===== config.mk =====
export PLATFORM = sky130hd
export DESIGN_NAME = serial_add_ctrl
export DESIGN_NICKNAME = d
export VERILOG_FILES = /design/src/rtl/serial_add_pkg.sv /design/src/rtl/half_adder_cell.sv /design/src/rtl/serial_add_ctrl.sv
export SDC_FILE = /design/constraint.sdc
export NUM_CORES = 1
export LEC_CHECK = 0
export CORE_UTILIZATION = 50
export CTS_CLUSTER_SIZE = 24
export DETAILED_ROUTE_END_ITERATION = 16
export PLACE_DENSITY = 0.86
export SETUP_SLACK_MARGIN = 0.15
export SLEW_MARGIN = 30
export SYNTH_ARGS = -nofsm -noshare
export SYNTH_HDL_FRONTEND = slang
export SYNTH_HIERARCHICAL = 1
export SYNTH_SLANG_ARGS = --single-unit

===== constraint.sdc =====
create_clock -name clk -period 2.9 [get_ports clk]
set_clock_uncertainty 0.05 [all_clocks]
set_input_delay 0.435 -clock clk [delete_from_list [all_inputs] [get_ports clk]]
set_output_delay 0.435 -clock clk [all_outputs]
set_load 0.02 [all_outputs]

===== src/rtl/serial_add_pkg.sv =====
// Shared types and pin map for the bit-serial adder controller.
// The state named DONE and the done pin index cannot share a name, so pin indices carry a PIN_ prefix.
package serial_add_pkg;

    typedef enum logic [1:0] {
        IDLE = 2'd0,
        RUN  = 2'd1,
        DONE = 2'd2
    } state_t;

    localparam int PIN_LOAD_A = 0;
    localparam int PIN_LOAD_B = 1;
    localparam int PIN_START  = 2;
    localparam int PIN_CARRY  = 7;
    localparam int PIN_BUSY   = 6;
    localparam int PIN_DONE   = 5;

    localparam logic [7:0] UIO_OE = 8'b1110_0000;

endpackage


===== src/rtl/half_adder_cell.sv =====
// Single half-adder; two of these plus an OR make the serial full adder.
module half_adder_cell (
    input  logic a,
    input  logic b,
    output logic s,
    output logic c
);

    assign s = a ^ b;
    assign c = a & b;

endmodule


===== src/rtl/serial_add_ctrl.sv =====
// Bit-serial adder controller: byte-wise operand load, WIDTH-cycle serial add,
// start/busy/done handshake on the bidirectional pins.
module serial_add_ctrl
    import serial_add_pkg::*;
#(
    parameter int WIDTH = 8
) (
    input  logic       clk,
    input  logic       rst_n,
    input  logic       ena,
    input  logic [7:0] ui_in,
    input  logic [7:0] uio_in,
    output logic [7:0] uo_out,
    output logic [7:0] uio_out,
    output logic [7:0] uio_oe
);

    localparam int CNT_W = $clog2(WIDTH);
    localparam logic [CNT_W-1:0] CNT_LAST = CNT_W'(WIDTH - 1);

    state_t             state;
    logic [WIDTH-1:0]   a_reg;
    logic [WIDTH-1:0]   b_reg;
    logic [WIDTH-1:0]   result;
    logic               carry;
    logic               start_q;
    logic [CNT_W-1:0]   cnt;

    logic start_evt;
    logic s1, c1, s2, c2;
    logic unused_pins;

    assign start_evt   = uio_in[PIN_START] & ~start_q;
    assign unused_pins = &{1'b0, uio_in[7:3], ui_in};

    half_adder_cell u_ha_ab (
        .a (a_reg[0]),
        .b (b_reg[0]),
        .s (s1),
        .c (c1)
    );

    half_adder_cell u_ha_cin (
        .a (s1),
        .b (carry),
        .s (s2),
        .c (c2)
    );

    always_ff @(posedge clk) begin
        if (!rst_n) begin
            state   <= IDLE;
            a_reg   <= '0;
            b_reg   <= '0;
            result  <= '0;
            carry   <= 1'b0;
            start_q <= 1'b0;
            cnt     <= '0;
        end else if (ena) begin
            start_q <= uio_in[PIN_START];
            case (state)
                IDLE, DONE: begin
                    // A start edge wins over any load presented in the same cycle.
                    if (start_evt) begin
                        state  <= RUN;
                        carry  <= 1'b0;
                        result <= '0;
                        cnt    <= '0;
                    end else begin
                        if (uio_in[PIN_LOAD_A]) a_reg <= ui_in[WIDTH-1:0];
                        if (uio_in[PIN_LOAD_B]) b_reg <= ui_in[WIDTH-1:0];
                    end
                end
                RUN: begin
                    result <= {s2, result[WIDTH-1:1]};
                    a_reg  <= a_reg >> 1;
                    b_reg  <= b_reg >> 1;
                    carry  <= c1 | c2;
                    cnt    <= cnt + 1'b1;
                    if (cnt == CNT_LAST) state <= DONE;
                end
                default: state <= IDLE;
            endcase
        end
    end

    assign uo_out  = 8'(result);
    assign uio_out = {carry, (state == RUN), (state == DONE), 5'b0_0000};
    assign uio_oe  = UIO_OE;

endmodule


==> results of run 1 <==
-- worst register-to-register path, cell delays in order (launching register included) --
cell,delay [ns]
dfxtp_1,0.47
nand2b_2,0.37
inv_6,0.21
o21a_1,0.38
nand2_1,0.11
o211a_1,0.13
-- synthesized netlist by cell type --
cell type	n
a22oi_1	1
nand2_1	45
buf_2	4
mux2i_1	17
buf_6	1
ha_1	4
buf_12	1
mux2_2	5
and2_1	2
o21a_1	1
buf_4	15
nor2b_1	3
and2b_2	1
conb_1	2
o211ai_1	1
clkbuf_1	4
nand2b_2	1
dfxtp_1	31
mux2_4	9
o22ai_1	7
o21ai_4	2
inv_6	1
o21ai_1	3
nand3_1	4
o21ai_0	4
o211a_1	1
nor3b_1	3
-- power groups by stage --
stage	clock network (mW)	registers, mW	logic (mW)
6_report	0.234	0.450	0.144
3_3_place_gp	0	0.460	0.142
5_1_grt	0.260	0.453	0.158
3_5_place_dp	0	0.460	0.144
2_1_floorplan	0	0.458	0.132
4_1_cts	0.243	0.450	0.145
-- routing by layer --
layer | up-vias | part of all wire | routed length (µm) | track usage
met5 | - | 0 | 0 | 0
met4 | 0 | 0.021 | 55 | 0.0714
met3 | 6 | 0.055 | 145 | 0.0677
met2 | 30 | 0.43 | 1150 | 0.265
met1 | 529 | 0.49 | 1300 | 0.212
li1 | 591 | - | - | -
-- cell families after synthesis --
| group | count (synthesis) | synth area share |
|---|---|---|
| other | 2 | 0.00460 |
| adders and majority gates | 4 | 0.0307 |
| muxes | 31 | 0.222 |
| and+or+nand+nor | 59 | 0.160 |
| AOI/OAI and AO/OA | 20 | 0.0882 |
| buffers and inverters | 26 | 0.115 |
| DFF | 31 | 0.380 |
-- area by class of cell --
class | instances | share of cell area
timing repair buffer | 25 | 0.134
sequential | 31 | 0.336
clock buffer | 7 | 0.0244
multi-input combinational | 127 | 0.468
inverter | 1 | 0.00474
clock inverter | 1 | 0.00271
tap | 44 | 0.0298
-- through the flow --
step	area, µm²	utilization
global placement	1800	0.584
finish	1850	0.600
floorplan	1670	-
CTS	1850	0.600
detailed placement	1800	0.584
global route	1850	0.600
-- worst paths after layout --
check	startpoint	to	cells after the start
hold reg to reg	cnt[1]	cnt[1]	2
hold / removal	cnt[1]	cnt[1]	2
setup / recovery	state[0]	uio_out[6]	3
setup reg to reg	state[0]	cnt[0]	5
-- cells in the final DEF (no fill, tap or decap), drive strengths merged, types with 7 or more instances in the layout --
cell type and n:
clkbuf 7, clkdlybuf4s50 24, conb 13, dfxtp 31, mux2 14, mux2i 17, nand2 45, o21ai 9
o22ai 7
==> summary.txt, run 1 <==
Die
  – Initial Util: 0.530
  – FP Rows: 20
  – Die W: 59.1 µm
  – Die height: 59.1 µm
  – I/O pins: 43
  – Core Footprint: 3080 µm²
  – Die ar.: 3500 µm²

Placement
  – Cells after DPL: 228
  – Placement Setup Slack: 0.787 ns
  – Post-DP HPWL: 1740 µm
  – Routability cong.: 0.784
  – IO buf count: 24

Layout
  – Total Nets Final: 214
  – Register area: 621 µm²
  – Share of layout cells above drive strength 1: 0.135
  – Filler Cells Inserted: 284
  – Area growth, synth to finish: 13.2%
  – Antenna cells: 0
  – Area occupied by multi-input gates: 865 µm²
  – Final cell count without fillers: 236

Detailed routing
  – Post-route ant nets: 0
  – Residual DRC: 0
  – Avg Vias per Cell: 4.90
  – WL/cell: 11.2 µm
  – DR iter-0 viols: 48
  – DRT Pass-1 Iters: 4
  – Via count: 1156
  – DRT Wirelength: 2650 µm

Clocking
  – CTS tree: built
  – Clock sinks: 31
  – Clock latency at the later pin of the worst-skew pair: 0.32 ns
  – Hold buffer count at cts: 0
  – TritonCTS buffer count: 5
  – Clk slew on worst S/H paths: 0.09 ns
  – Max Root-Sink Buffers: 2
  – H-tree depth: 2
  – Post-CTS Resized: 0
  – Post-CTS Setup Bufs: 0
  – Root buffer cell: clkbuf_4

Timing
  – Slew @ Worst Pin: 0.557 ns
  – Max Slew Vio Count: 0
  – RSZ-0062 raised after global routing: false
  – Final WS setup: 0.428 ns
  – Hold Fails Final Rpt: 0
  – Post-Route Setup TNS: 0 ns
  – Final hold slack: 0.411 ns
  – Final setup fails: 0
  – Final Cycle Share: 0.852
  – Rel. slew slack: 0.629
  – Min Tclk post-route: 2.47 ns
  – FMAX: 405 MHz

GRT
  – Largest net degree at the start of global routing: 51
  – Grt ovf: 0
  – Total GRT Usage: 0.171
  – Vias in the first global route: 1034
  – First-pass GRT wire length: 4380 µm
  – Initial antenna violation count: 0

Power and ir drop
  – Seq pwr share: 0.544
  – Power Density: 449 nW/µm²
  – VDD IR-drop max: 0.000298 V
  – Net Sw Frac: 0.272
  – Power Internal: 0.604 mW
  – Pleak: 0.831 nW
  – Final Total Pwr: 0.829 mW
  – Clock power share: 0.283
  – Switching power: 0.225 mW
  – Combinational fraction of design power: 0.174

Setup path
  – Crit Path Max Fanout: 16
  – Critical Path, Cell by Cell: nand2b_2, inv_6, clkdlybuf4s50_1
  – Crit path largest cell delay: 0.62 ns
  – Crit path kind: reg -> out
  – Delay-heaviest family, CP: buffers and inverters
  – CP max-delay cell: clkdlybuf4s50_1
  – R2R Setup Slk: 1.09 ns
  – Arrival @ worst endpoint: 1.99 ns
  – CP bufs+invs: 2
  – WP data required: 2.41 ns
  – Critical Path Sink Type: primary output
  – Worst Setup Start Kind: flop

Synth
  – Synth warnings: 6
  – Unique masters post-synth: 27
  – Synth top area share: 0.380
  – Avg Cell Area, Syn: 9.43 µm²
  – Syn Inst Count: 173
  – Post-synthesis sequential area ratio: 0.380
  – Syn Std Cell Area: 1630 µm²
  – Leading area contributor after synthesis: dfxtp_1
  – Register bit total from synthesis: 31
  – Area contributors post-synth: dfxtp_1, mux2i_1, nand2_1

Min path
  – Hold/Removal Path Class: reg -> reg

Job
  – Maxcap violations: 0

Run status
  – Outcome: finished, final reports clean
Power figures use the tool's default switching activity.
==> run 2: changes to the inputs <==
- GPL_ROUTABILITY_DRIVEN: default -> 0
- PLACE_DENSITY: 0.86 -> 0.82
==> run 2 against run 1 <==
  * Sequential cell count stayed put
  * Non-clock buffer count stayed put
  * Sequential power hardly changed
  * Total power is 2.8% higher
  * Design area is 0.34% higher
  * Register-to-register slack hardly changed
  * Routed wire length is 12% higher
  * Maximum frequency is 0.49% higher
  * Cell count is 0.42% lower
  * Critical endpoint unchanged
==> summary.txt, run 2 (synthesis gave the netlist of run 1 again) <==
Layout
  – Final cell count without fillers: 235 (was 236)
  – Commonest non-fill, non-tap cell in the layout: nand2_1 (unchanged)
  – Antenna cells: 0 (unchanged)
  – Area growth, synth to finish: 13.6% (was 13.2%)
  – Total Nets Final: 214 (unchanged)
  – Most frequent cells in the layout: nand2_1, dfxtp_1, clkdlybuf4s50_1 (unchanged)
  – Share of layout cells above drive strength 1: 0.141 (was 0.135)
  – Filler Cells Inserted: 282 (was 284)

Run status
  – Outcome: finished, final reports clean (unchanged)

Clocking
  – Root buffer cell: clkbuf_4 (unchanged)
  – CTS tree: built (unchanged)
  – Clk slew on worst S/H paths: 0.09 ns (about the same)
  – Hold buffer count at cts: 0 (unchanged)
  – Clock latency at the later pin of the worst-skew pair: 0.33 ns (was 0.32 ns)
  – TritonCTS buffer count: 5 (unchanged)
  – Max Root-Sink Buffers: 2 (unchanged)
  – Clock sinks: 31 (unchanged)
  – Post-CTS Setup Bufs: 0 (unchanged)
  – Post-CTS Resized: 0 (unchanged)
  – H-tree depth: 2 (unchanged)

Die
  – Die height: 59.1 µm (unchanged)
  – Die W: 59.1 µm (unchanged)
  – Die ar.: 3500 µm² (unchanged)
  – Initial Util: 0.530 (unchanged)
  – I/O pins: 43 (unchanged)
  – FP Rows: 20 (unchanged)
  – Core Footprint: 3080 µm² (unchanged)

Placement
  – IO buf count: 24 (unchanged)
  – Cells after DPL: 228 (unchanged)
  – Post-DP HPWL: 2120 µm (was 1740 µm)

Timing
  – Final Cycle Share: 0.848 (was 0.852)
  – Rel. slew slack: 0.634 (was 0.629)
  – Max Slew Vio Count: 0 (unchanged)
  – Final setup fails: 0 (unchanged)
  – Slew @ Worst Pin: 0.550 ns (was 0.557 ns)
  – Min Tclk post-route: 2.46 ns (was 2.47 ns)
  – Hold Fails Final Rpt: 0 (unchanged)
  – RSZ-0062 raised after global routing: false (unchanged)
  – Post-Route Setup TNS: 0 ns (unchanged)
  – FMAX: 407 MHz (was 405 MHz)

Job
  – Maxcap violations: 0 (unchanged)

Power and ir drop
  – Pleak: 0.836 nW (was 0.831 nW)
  – Net Sw Frac: 0.270 (was 0.272)
  – Power Density: 460 nW/µm² (was 449 nW/µm²)
  – Switching power: 0.230 mW (was 0.225 mW)
  – Power Internal: 0.621 mW (was 0.604 mW)
  – Seq pwr share: 0.529 (was 0.544)
  – Clock power share: 0.300 (was 0.283)
  – Combinational fraction of design power: 0.171 (was 0.174)
  – VDD IR-drop max: 0.000337 V (was 0.000298 V)

Detailed routing
  – Via count: 1176 (was 1156)
  – DR WL met3: 141 µm (was 145 µm)
  – WL/cell: 12.7 µm (was 11.2 µm)
  – Post-route ant nets: 0 (unchanged)
  – Avg Vias per Cell: 5.00 (was 4.90)
  – DRT Pass-1 Iters: 4 (unchanged)
  – WL met2: 1530 µm (was 1150 µm)
  – Residual DRC: 0 (unchanged)
  – DR iter-0 viols: 29 (was 48)
  – DRT Wirelength: 2970 µm (was 2650 µm)
  – Routed metal-1 wirelength: 1250 µm (was 1300 µm)
  – Top Metal Used: met4 (unchanged)

GRT
  – Grt ovf: 0 (unchanged)
  – Total GRT Usage: 0.195 (was 0.171)
  – Initial antenna violation count: 0 (unchanged)
  – First-pass GRT wire length: 4970 µm (was 4380 µm)
  – Largest net degree at the start of global routing: 51 (unchanged)
  – Vias in the first global route: 1174 (was 1034)

Setup path
  – WP data required: 2.41 ns (about the same)
  – Crit Path Max Fanout: 16 (unchanged)
  – Arrival @ worst endpoint: 1.97 ns (was 1.99 ns)
  – Worst Setup Start Kind: flop (unchanged)
  – Critical Path Sink Type: primary output (unchanged)
  – Crit path kind: reg -> out (unchanged)

Min path
  – Hold/Removal Path Class: reg -> reg (unchanged)
==> run 2: cell count changes in the layout (fill, tap and decap cells not counted) <==
cell / before / now
clkbuf_8: 0 / 1
clkbuf_1: 2 / 0
==> run 2: path summary, 6_finish.rpt <==
| kind | cells past startpoint | slack, ns | startpoint | end |
|---|---|---|---|---|
| setup / recovery | 3 | 0.44 | state[0] | uio_out[6] |
| setup reg to reg | 5 | 1.10 | state[0] | cnt[0] |
| hold / removal | 2 | 0.42 | b_reg[5] | b_reg[5] |
| hold reg to reg | 2 | 0.42 | b_reg[5] | b_reg[5] |
==> run 2: critical path, stage by stage, from the launching register on <==
cell,delay (ns)
dfxtp_1,0.46
nand2b_2,0.36
inv_6,0.20
clkdlybuf4s50_1,0.61
==> run 2: area by class of cell <==
cell class                      instances  area [µm²]  area share
Sequential cell                        31         621       0.335
Inverter                                1        8.76     0.00473
Timing Repair Buffer                   25         248       0.134
Clock buffer                            6        51.3      0.0277
Multi-Input combinational cell        127         865       0.467
Tap cell                               44        55.1      0.0297
Clock inverter                          1        5.00     0.00270
==> run 2: power groups by stage <==
stage               sequential [mW]  clock, mW  combinational, mW
global route                  0.453      0.281              0.158
floorplan                     0.458          0              0.132
CTS                           0.451      0.263              0.146
detailed placement            0.461          0              0.145
global placement              0.459          0              0.140
finish                        0.451      0.256              0.145
==> run 2: stage by stage <==
stage,area (µm²),setup slack (ns),hold slack [ns],total power [mW],utilization
3_5_place_dp,1800,0.794,0.405,0.606,0.584
4_1_cts,1850,0.415,0.418,0.860,0.602
2_1_floorplan,1670,1.56,0.382,0.590,-
3_3_place_gp,1800,0.834,0.391,0.599,0.584
5_1_grt,1850,0.314,0.445,0.893,0.602
6_report,1850,0.440,0.415,0.852,0.602
==> run 2: routing by layer <==
layer	global-route usage	up-vias
li1	-	588
met1	0.192	553
met2	0.365	31
met3	0.0480	4
met4	0.119	0
met5	0	-
